--- config.mk ---
export PLATFORM = sky130hd
export DESIGN_NAME = mem_access_unit
export DESIGN_NICKNAME = d
export VERILOG_FILES = /design/src/rtl/mem_access_unit.sv
export SDC_FILE = /design/constraint.sdc
export NUM_CORES = 1
export LEC_CHECK = 0
export ABC_AREA = 1
export CORE_AREA = 10 10 115 117
export CTS_BUF_LIST = sky130_fd_sc_hd__clkbuf_4 sky130_fd_sc_hd__clkbuf_8 sky130_fd_sc_hd__clkbuf_16
export DETAILED_ROUTE_END_ITERATION = 6
export DIE_AREA = 0 0 125 127
export GPL_ROUTABILITY_DRIVEN = 0
export PLACE_DENSITY = 0.87
export SLEW_MARGIN = 20
export SYNTH_ARGS = -nofsm -noshare
export SYNTH_HDL_FRONTEND = slang
export SYNTH_SLANG_ARGS = --single-unit
--- constraint.sdc ---
create_clock -name Clk -period 2.4 [get_ports Clk]
set_clock_uncertainty 0.05 [all_clocks]
set_input_delay 0.36 -clock Clk [delete_from_list [all_inputs] [get_ports Clk]]
set_output_delay 0.36 -clock Clk [all_outputs]
set_load 0.01 [all_outputs]
--- src/rtl/mem_access_unit.sv ---
// Load/store adapter between EX/MEM and a word-only data memory.
// Extracts and extends load lanes; sub-word stores use a 2-cycle read-modify-write.
module mem_access_unit #(
    parameter bit BIG_ENDIAN = 1'b0
) (
    input  logic        Clk,
    input  logic        Rst_n,
    input  logic [31:0] Address,
    input  logic [31:0] WriteData,
    input  logic        MemRead,
    input  logic        MemWrite,
    input  logic [1:0]  Size,
    input  logic        Unsigned,
    output logic [31:0] MemAddress,
    output logic [31:0] MemWriteData,
    output logic        MemWriteEn,
    output logic        MemReadEn,
    input  logic [31:0] MemReadData,
    output logic [31:0] ReadData,
    output logic        Stall,
    output logic        AlignErr
);

    typedef enum logic [0:0] {StIdle, StRmwWr} fsmState_e;

    fsmState_e   state;
    logic [31:0] addrQ;
    logic [31:0] mergedQ;
    logic        alignErrQ;

    logic        isByte, isHalf, isWord, misaligned, subStore;
    logic [1:0]  laneByte;
    logic        laneHalf;
    logic [7:0]  byteVal;
    logic [15:0] halfVal;
    logic [31:0] loadVal;
    logic [31:0] merged;

    always_comb begin
        isByte     = (Size == 2'b00);
        isHalf     = (Size == 2'b01);
        isWord     = Size[1];
        misaligned = (isHalf && Address[0]) || (isWord && (Address[1:0] != 2'b00));
        laneByte   = BIG_ENDIAN ? ~Address[1:0] : Address[1:0];
        laneHalf   = BIG_ENDIAN ? ~Address[1] : Address[1];
        subStore   = Rst_n && (state == StIdle) && MemWrite && !misaligned && !isWord;

        unique case (laneByte)
            2'd0:    byteVal = MemReadData[7:0];
            2'd1:    byteVal = MemReadData[15:8];
            2'd2:    byteVal = MemReadData[23:16];
            default: byteVal = MemReadData[31:24];
        endcase
        halfVal = laneHalf ? MemReadData[31:16] : MemReadData[15:0];

        if (isByte) begin
            loadVal = {{24{!Unsigned && byteVal[7]}}, byteVal};
        end else if (isHalf) begin
            loadVal = {{16{!Unsigned && halfVal[15]}}, halfVal};
        end else begin
            loadVal = MemReadData;
        end

        merged = MemReadData;
        if (isByte) begin
            unique case (laneByte)
                2'd0:    merged[7:0]   = WriteData[7:0];
                2'd1:    merged[15:8]  = WriteData[7:0];
                2'd2:    merged[23:16] = WriteData[7:0];
                default: merged[31:24] = WriteData[7:0];
            endcase
        end else if (laneHalf) begin
            merged[31:16] = WriteData[15:0];
        end else begin
            merged[15:0] = WriteData[15:0];
        end
    end

    // Reset gates every enable so a pending RMW write is dropped immediately.
    always_comb begin
        MemAddress   = {Address[31:2], 2'b00};
        MemWriteData = WriteData;
        MemWriteEn   = 1'b0;
        MemReadEn    = 1'b0;
        ReadData     = 32'h0;
        Stall        = 1'b0;
        if (!Rst_n) begin
            MemWriteEn = 1'b0;
        end else if (state == StRmwWr) begin
            MemAddress   = addrQ;
            MemWriteData = mergedQ;
            MemWriteEn   = 1'b1;
        end else if (MemWrite && !misaligned) begin
            if (isWord) begin
                MemWriteEn = 1'b1;
            end else begin
                MemReadEn = 1'b1;
                Stall     = 1'b1;
            end
        end else if (MemRead && !MemWrite && !misaligned) begin
            MemReadEn = 1'b1;
            ReadData  = loadVal;
        end
    end

    always_ff @(posedge Clk or negedge Rst_n) begin
        if (!Rst_n) begin
            state     <= StIdle;
            addrQ     <= 32'h0;
            mergedQ   <= 32'h0;
            alignErrQ <= 1'b0;
        end else begin
            alignErrQ <= (state == StIdle) && (MemRead || MemWrite) && misaligned;
            unique case (state)
                StIdle: begin
                    if (subStore) begin
                        state   <= StRmwWr;
                        addrQ   <= {Address[31:2], 2'b00};
                        mergedQ <= merged;
                    end
                end
                default: state <= StIdle;
            endcase
        end
    end

    assign AlignErr = alignErrQ;

endmodule

==> flow_summary.toml, run 1 <==
[grt]
antenna_found_initial = 0
grt.total_usage_pct = 24.5
gr-usage-met2_pct = 38.7
grt_use_met1_pct = 30.3
grtUsageMet3_pct = 8.06
grt_max_degree = 54
grt_first_pass_wirelength_microns = 32700
busiest_layer = "met2"
grt-ovfl-total = 0
grt_pass1_vias = 6472

[die]
fp.dieArea_sq_mm = 0.0159
die_w_microns = 125
die_h_microns = 127
rows = 39
start_util_pct = 47.0
core_sq_mm = 0.0111
ios = 203

[setup_path]
crit_type = "flop to primary output"
endpoint_kind = "primary output"
regToRegSetupSlack_ns = 0.68
critPathMaxFanout = 29
critPathLaunchType = "flop"
cp.required_ns = 1.99
cp_data_arrival_time_ns = 1.95

[synthesis]
synthCells = 830
syn_area_sq_mm = 0.00523
synthTopCellsByArea = "dfrtp_1 (31%), nand2_1 (23%), nand3_1 (9.4%)"
ys_ff_latch = 64
ys_async_sr_fraction_pct = 100
yosysWarnings = 0
synth_edf_count = 0
synth.avg_cell_area_sq_um = 6.30
yosysMostFrequentCell = "nand2_1"
synth_flop_cell = "dfrtp_1"
synth_top_cell_by_area = "dfrtp_1"
synth.distinct_cells = 29
synth-seq-area-share_pct = 30.6
synthDominantCellAreaShare_pct = 30.6
synth_commonest_cells = "nand2_1 (315), nand3_1 (98), nor2_1 (75)"

[placement]
placed_area_sq_mm = 0.00781
placement.io_buffers = 200
hpwl_microns = 15600

[sta]
finalHoldViolCount = 0
finalCriticalPeriod_ns = 2.36
min_period_over_period_pct = 98.4
max_freq_ghz = 0.423
relSlewSlack_pct = 55.8
finalSetupViolCount = 0
drv_slew = 0
max_slew.worst_pin.slew_ns = 0.663

[cts]
htreeDepth = 3
ctsLongestPathBuffers = 2
cts_tree = "built"
clkTransAtPathRegs_ns = 0.05
clock_sinks = 64
worstSkewPairLatency_ns = 0.32
cts_root_buffer = "clkbuf_16"
numCtsBuffers = 9

[final_layout]
area_growth_syn_to_layout_pct = 57.2
drive_gt1_share_pct = 17.9
fin_util_pct = 73.9
stdcell_area_sq_mm = 0.00822
antenna_cells = 0
nets = 1181

[job]
cap_violations = 0

[routing]
drt.antenna.violating_nets = 0
vias_per_cell = 5.45
wl_per_cell_microns = 16.7
first_pass_iters = 7
drcViolationCount = 0
drt-initial-drc-count = 837
drt-total-wl_microns = 20500
vias = 6683

[power_and_ir_drop]
ir_drop_v = 0.000334
p_leak_nw = 4.45
power-per-cell-area_mw_per_mm2 = 484

[status]
status = "finished clean"

[hold_path]
min_path_type = "primary input to asynchronous set/reset pin"
worst paths after layout:
path                                 end  cells after the start         from
max                        MemAddress[6]                      5        state
min reg2reg                  mergedQ[21]                      2  mergedQ[21]
max in group asynchronous    mergedQ[18]                      3        Rst_n
min in group Clk             mergedQ[21]                      2  mergedQ[21]
max reg2reg                  mergedQ[23]                      8        state
min                            addrQ[28]                      2        Rst_n
critical path, cell delays in order, from the launching register on:
cell             delay (ns)
dfrtp_1                0.34
buf_4                  0.13
nand2_4                0.09
bufbuf_16              0.32
a21oi_1                0.17
clkdlybuf4s50_1        0.57
placed cells by master, fill, tap and decap left out, types with 4 or more instances in the layout:
cell             synthesis  final
nand2_1                315    313
dlygate4sd2_1            0     25
mux2_2                  32     32
inv_1                   39     38
nand2_4                  3      4
o21ai_0                 14     14
o211ai_1                 8      8
nand3_1                 98     98
dlymetal6s2s_1           0     36
clkbuf_16                0      9
nor2_1                  75     73
o21ai_1                 40     40
dfrtp_1                 64     64
buf_2                   28      5
clkbuf_2                 0     22
buf_12                   0     10
buf_4                    6     80
clkdlybuf4s50_1          0    109
a21oi_1                 64     64
area by class of cell:
class | instances | area, sq um
clock buffers | 11 | 253
clock inverters | 5 | 55.1
fillers | 878 | 2910
inverters | 45 | 181
multi-input cells | 663 | 3140
flip-flops and latches | 64 | 1600
well taps | 143 | 179
repair buffers | 295 | 2810
through the flow:
step / TNS (ns) / setup WS [ns] / hold WS (ns) / power [mW] / instances
CTS: -0.129 / -0.0295 / 0.185 / 4.00 / 1216
detailed placement: -8.56 / -0.339 / 0.313 / 2.69 / 1196
floorplan: 0 / 0.646 / 0.0144 / 2.04 / 831
global placement: -6.50 / -0.258 / 0.316 / 2.65 / 1196
global route: -0.0490 / -0.0191 / 0.223 / 4.21 / 1226
finish: 0 / 0.0384 / 0.171 / 3.98 / 1226
repair_timing:
action | in CTS | in global routing
cloned | 1 | 0
pin swaps | 1 | 1
resized for setup | 62 | 98
endpoints found under the setup margin | 57 | 65
hold endpoints to repair | 12 | 0
setup buffers | 2 | 10
hold buffers | 1 | 0
registers in the layout, summed over array words and instances, names as in the netlist:
| register | flops |
|---|---|
| mergedQ | 32 |
| addrQ | 30 |
| AlignErr | 1 |
| state | 1 |
power breakdown:
part / internal (mW) / switching, mW / total, mW / leakage (nW)
clock network: 0.855 / 0.450 / 1.30 / 0.148
registers: 1.31 / 0.124 / 1.44 / 0.805
logic: 0.605 / 0.628 / 1.23 / 3.50
total: 2.77 / 1.20 / 3.98 / 4.45
metal layers:
metal	routed length, microns	share of wire, %	vias up
met5	0	0	-
met4	701	3.4	0
met3	2310	11	61
met2	9250	45	394
met1	8240	40	3041
li1	-	-	3187
cells by family (layout without fill, tap and decap cells):
kind of cell | count (synthesis) | after routing | share of synthesized area (%)
other cells | 1 | 2 | 0.0718
simple gates | 499 | 499 | 39.4
flops | 64 | 64 | 30.6
mux | 32 | 32 | 6.89
compound gates | 130 | 130 | 13.2
buf+inv | 104 | 356 | 9.72
(Power assumes the default switching activity.)
==> run 2: changes to the inputs <==
--- a/config.mk
+++ b/config.mk
@@ -7,7 +7,7 @@
 export LEC_CHECK = 0
 export ABC_AREA = 1
 export CORE_AREA = 10 10 115 117
-export CTS_BUF_LIST = sky130_fd_sc_hd__clkbuf_4 sky130_fd_sc_hd__clkbuf_8 sky130_fd_sc_hd__clkbuf_16
+export CTS_BUF_LIST = sky130_fd_sc_hd__clkbuf_8
 export DETAILED_ROUTE_END_ITERATION = 6
 export DIE_AREA = 0 0 125 127
 export GPL_ROUTABILITY_DRIVEN = 0
==> flow_summary.toml, run 2 (same netlist as run 1, synthesis figures left out) <==
[die]
rows = 39
ios = 203
die_w_microns = 125
fp.dieArea_sq_mm = 0.0159
die_h_microns = 127
start_util_pct = 47.0
core_sq_mm = 0.0111

[power_and_ir_drop]
p_leak_nw = 4.36
finalPower_mw = 3.60
ir_drop_v = 0.000257
power-per-cell-area_mw_per_mm2 = 447

[sta]
finalHoldViolCount = 0
setup_tns_ns = 0
finalSetupViolCount = 0
rsz0062_at_grt = "true"
layout_setup_ws_ns = 0.0478
min_period_over_period_pct = 98.0
relSlewSlack_pct = 55.6
hold_ws_ns = 0.149
drv_slew = 0
finalCriticalPeriod_ns = 2.35
max_slew.worst_pin.slew_ns = 0.666
max_freq_ghz = 0.425

[setup_path]
cp_data_arrival_time_ns = 1.94
critPathLaunchType = "primary input"
path_delay_family = "buffers and inverters"
path_buf_inv = 4
crit_slowest_cell = "clkdlybuf4s50_1"
reg2reg_from = "state"
crit_path_cell_trace = "clkdlybuf4s50_1, buf_6, o21ai_0, nand3_1, nand3_2, buf_12, a21oi_1, dlygate4sd2_1"
endpoint_kind = "primary output"
critPathMaxFanout = 24
cpPeakStageDelay_ns = 0.42
startpoint = "Address[0]"
crit_type = "primary input to primary output"
cp.required_ns = 1.99

[final_layout]
largest_reg_flops = 32
registers.top_by_ff_count = "mergedQ"
final_common_cell = "nand2_1"
layout_common_cells = "nand2_1 (313), clkdlybuf4s50_1 (104), nand3_1 (98)"
multi_input_area_sq_mm = 0.00314
biggestRegsByFlops = "mergedQ (32), addrQ (30)"
nets = 1175
drive_gt1_share_pct = 17.5
antenna_cells = 0
area_growth_syn_to_layout_pct = 54.0
final-seq-area_sq_mm = 0.00160
final_cells = 1220
fillers = 901

[cts]
htreeDepth = 3
cts_tree = "built"
worstSkewPairLatency_ns = 0.34
clkTransAtPathRegs_ns = 0.07
numCtsBuffers = 9
clock_sinks = 64
ctsLongestPathBuffers = 2
cts_root_buffer = "clkbuf_8"

[routing]
drt-initial-drc-count = 776
vias = 6571
drt.antenna.violating_nets = 0
drt-total-wl_microns = 20300
first_pass_iters = 6
wl_per_cell_microns = 16.6
vias_per_cell = 5.39
drcViolationCount = 0

[grt]
grt-ovfl-total = 0
grt_first_pass_wirelength_microns = 32400
grt_max_degree = 54
antenna_found_initial = 0
grt_pass1_vias = 6404
grt.total_usage_pct = 24.4

[hold_path]
min_path_type = "primary input to asynchronous set/reset pin"

[placement]
place_inst = 1196
post-place-ws_ns = -0.339
placement.io_buffers = 200
hpwl_microns = 15600

[job]
cap_violations = 0

[status]
status = "finished clean"
## run 2: cell types whose count changed in the layout (fill, tap and decap cells not counted), sizes merged
cell / previous run / this run
buf: 99 / 92
clkbuf: 33 / 34
clkdlybuf4s50: 109 / 104
dlygate4sd2: 25 / 34
dlymetal6s2s: 36 / 32
## run 2: worst paths after layout
kind                                     end  slack (ns)  depth (start not counted)
worst max-delay path            ReadData[11]        0.05                          8
worst min-delay path               addrQ[28]        0.15                          2
worst max register to register   mergedQ[23]        0.66                          8
worst min register to register   mergedQ[21]        0.44                          2
max in group asynchronous        mergedQ[19]        1.60                          3
min in group Clk                 mergedQ[21]        0.44                          2
## run 2: metal layers
layer	up-vias	share of wire (%)	track usage, %
met1	2954	40	30.3
met2	384	45	38.8
met5	-	0	0
met4	0	3.1	9.62
met3	61	12	7.53
li1	3172	-	-
## run 2: layout make-up
class                           instances  area share [%]
Clock buffer                           11            1.88
Clock inverter                          5           0.684
Inverter                               45            2.25
Multi-Input combinational cell        663            39.0
Sequential cell                        64            19.9
Tap cell                              143            2.22
Timing Repair Buffer                  289            34.1
## run 2: power breakdown
group / switching, mW / leakage, nW / internal [mW] / total [mW]
clock network: 0.408 / 0.101 / 0.532 / 0.940
logic: 0.626 / 3.45 / 0.597 / 1.22
registers: 0.122 / 0.805 / 1.31 / 1.43
## run 2: metrics by stage
| stage | area, sq um | util [%] |
|---|---|---|
| 6_report | 8050 | 72.4 |
| 5_1_grt | 8050 | 72.4 |
| 2_1_floorplan | 5230 | - |
| 3_5_place_dp | 7810 | 70.2 |
| 3_3_place_gp | 7810 | 70.2 |
| 4_1_cts | 8010 | 72.0 |
## run 2: worst reg2reg max path, stage by stage, from the launching register on
cell	delay (ns)
dfrtp_1	0.39
inv_1	0.08
nand2_1	0.07
nor2_1	0.18
nand3_4	0.10
buf_4	0.22
inv_1	0.29
nand3_1	0.20
nand2_1	0.11
## run 2: timing repair
action / CTS / global route
hold buffers: 1 / 0
endpoints found under the setup margin: 70 / 63
pin swaps: 1 / 1
gates resized for setup: 71 / 93
gates cloned: 1 / 0
endpoints found under the hold margin: 12 / 0
setup buffers: 2 / 4
==> run 3: changes to the inputs <==
--- a/config.mk
+++ b/config.mk
@@ -6,13 +6,13 @@
 export NUM_CORES = 1
 export LEC_CHECK = 0
 export ABC_AREA = 1
-export CORE_AREA = 10 10 115 117
+export CORE_AREA = 4 4 109 111
 export CTS_BUF_LIST = sky130_fd_sc_hd__clkbuf_8
 export DETAILED_ROUTE_END_ITERATION = 6
-export DIE_AREA = 0 0 125 127
+export DIE_AREA = 0 0 113 115
 export GPL_ROUTABILITY_DRIVEN = 0
 export PLACE_DENSITY = 0.87
-export SLEW_MARGIN = 20
+export SLEW_MARGIN = 30
 export SYNTH_ARGS = -nofsm -noshare
 export SYNTH_HDL_FRONTEND = slang
 export SYNTH_SLANG_ARGS = --single-unit
==> flow_summary.toml, run 3 (same netlist as run 1, synthesis figures left out) <==
[cts]
worstSkewPairLatency_ns = 0.33
cts_tree = "built"
cts_hold_buf = 0
ctsLongestPathBuffers = 2
cts_root_buffer = "clkbuf_8"
htreeDepth = 3
clkTransAtPathRegs_ns = 0.07
clock_sinks = 64
numCtsBuffers = 9

[final_layout]
antenna_cells = 0
biggestRegsByFlops = "mergedQ (32), addrQ (30)"
layout_common_cells = "nand2_1 (313), clkdlybuf4s50_1 (105), nand3_1 (98)"
registers.top_by_ff_count = "mergedQ"
multi_input_area_sq_mm = 0.00315
final_common_cell = "nand2_1"
final-seq-area_sq_mm = 0.00160
fin_util_pct = 74.8
largest_reg_flops = 32
drive_gt1_share_pct = 16.2
area_growth_syn_to_layout_pct = 54.4
fillers = 876
nets = 1174

[die]
die_w_microns = 113
fp.dieArea_sq_mm = 0.0130
start_util_pct = 48.4
ios = 203
die_h_microns = 115
rows = 38
core_sq_mm = 0.0108

[hold_path]
min_path_type = "primary input to asynchronous set/reset pin"

[sta]
finalCriticalPeriod_ns = 2.33
finalHoldViolCount = 0
relSlewSlack_pct = 55.0
drv_slew = 0
finalSetupViolCount = 0
max_slew.worst_pin.slew_ns = 0.674
layout_setup_ws_ns = 0.0730
setup_tns_ns = 0
max_freq_ghz = 0.430
min_period_over_period_pct = 97.0

[power_and_ir_drop]
power-per-cell-area_mw_per_mm2 = 426
ir_drop_v = 0.000202
p_leak_nw = 4.40

[placement]
post-place-ws_ns = -0.307
hpwl_microns = 14000
placement.io_buffers = 200

[job]
cap_violations = 0

[setup_path]
endpoint_kind = "primary output"
crit_type = "flop to primary output"
critPathMaxFanout = 15
startpoint = "state"
critPathLaunchType = "flop"
reg2reg_from = "state"
cp_data_arrival_time_ns = 1.92
cp.required_ns = 1.99

[routing]
drt.antenna.violating_nets = 0
vias_per_cell = 5.41
wl_met3_microns = 1920
first_pass_iters = 5
wl_per_cell_microns = 15.8
vias = 6564
met2_length_microns = 8650
drcViolationCount = 0
drt-total-wl_microns = 19100
wl_met1_microns = 7780
top_layer_used = "met4"
drt-initial-drc-count = 805

[grt]
antenna_found_initial = 0
grt_first_pass_wirelength_microns = 29800
grt_max_degree = 68
grt.total_usage_pct = 28.2
grt_pass1_vias = 6131
grt-ovfl-total = 0

[status]
status = "finished clean"
==> run 3: cell types whose count changed in the layout (fill, tap and decap cells not counted), sizes merged, moves of 2 or more <==
cell	before	now
dlymetal6s2s	32	37
buf	92	90
clkbuf	34	25
clkinvlp	2	0
dlygate4sd2	34	37
==> run 3: path summary, 6_finish.rpt <==
check	endpoint	slack, ns	cells past startpoint
max	MemWriteData[2]	0.07	5
max reg2reg	mergedQ[31]	0.75	8
min reg2reg	mergedQ[16]	0.43	2
min	AlignErr	0.07	3
min in group Clk	mergedQ[16]	0.43	2
max in group asynchronous	addrQ[13]	1.71	2
==> run 3: area by class of cell <==
cell class	count	share of cell area, %
Sequential cell	64	19.8
Multi-Input combinational cell	663	39.1
Clock buffer	11	1.88
Tap cell	140	2.17
Inverter	45	2.28
Clock inverter	2	0.109
Timing Repair Buffer	288	34.6
==> run 3: timing repair <==
action,in CTS,in global routing
gates resized for setup,63,77
pin swaps,0,1
setup endpoints to repair,78,70
cloned,2,0
buffers inserted,0,7
==> run 3: metal layers <==
metal | vias up | track usage [%]
met5 | - | 0
met4 | 0 | 13.9
met3 | 69 | 7.32
met2 | 389 | 44.0
met1 | 2946 | 36.4
li1 | 3160 | -
==> run 3: worst max-delay path, stage by stage (launching register included) <==
cell           delay, ns
dfrtp_1             0.37
buf_4               0.16
nand2_8             0.10
bufbuf_16           0.29
mux2_2              0.34
dlygate4sd2_1       0.31
==> run 3: per-stage QoR <==
stage / hold slack [ns] / instance area (sq um) / instances / power, mW
5_1_grt: 0.0671 / 8070 / 1213 / 3.67
2_1_floorplan: 0.0144 / 5230 / 831 / 2.04
3_5_place_dp: 0.389 / 7780 / 1191 / 2.68
4_1_cts: 0.0479 / 7950 / 1206 / 3.46
3_3_place_gp: 0.390 / 7780 / 1191 / 2.64
6_report: 0.0749 / 8070 / 1213 / 3.44
==> run 3: where the power goes <==
part | leakage [nW] | switching (mW) | internal (mW) | total [mW]
clock | 0.0883 | 0.379 | 0.409 | 0.788
sequential | 0.805 | 0.127 | 1.31 | 1.44
combinational | 3.51 | 0.619 | 0.594 | 1.21
total | 4.40 | 1.12 | 2.31 | 3.44
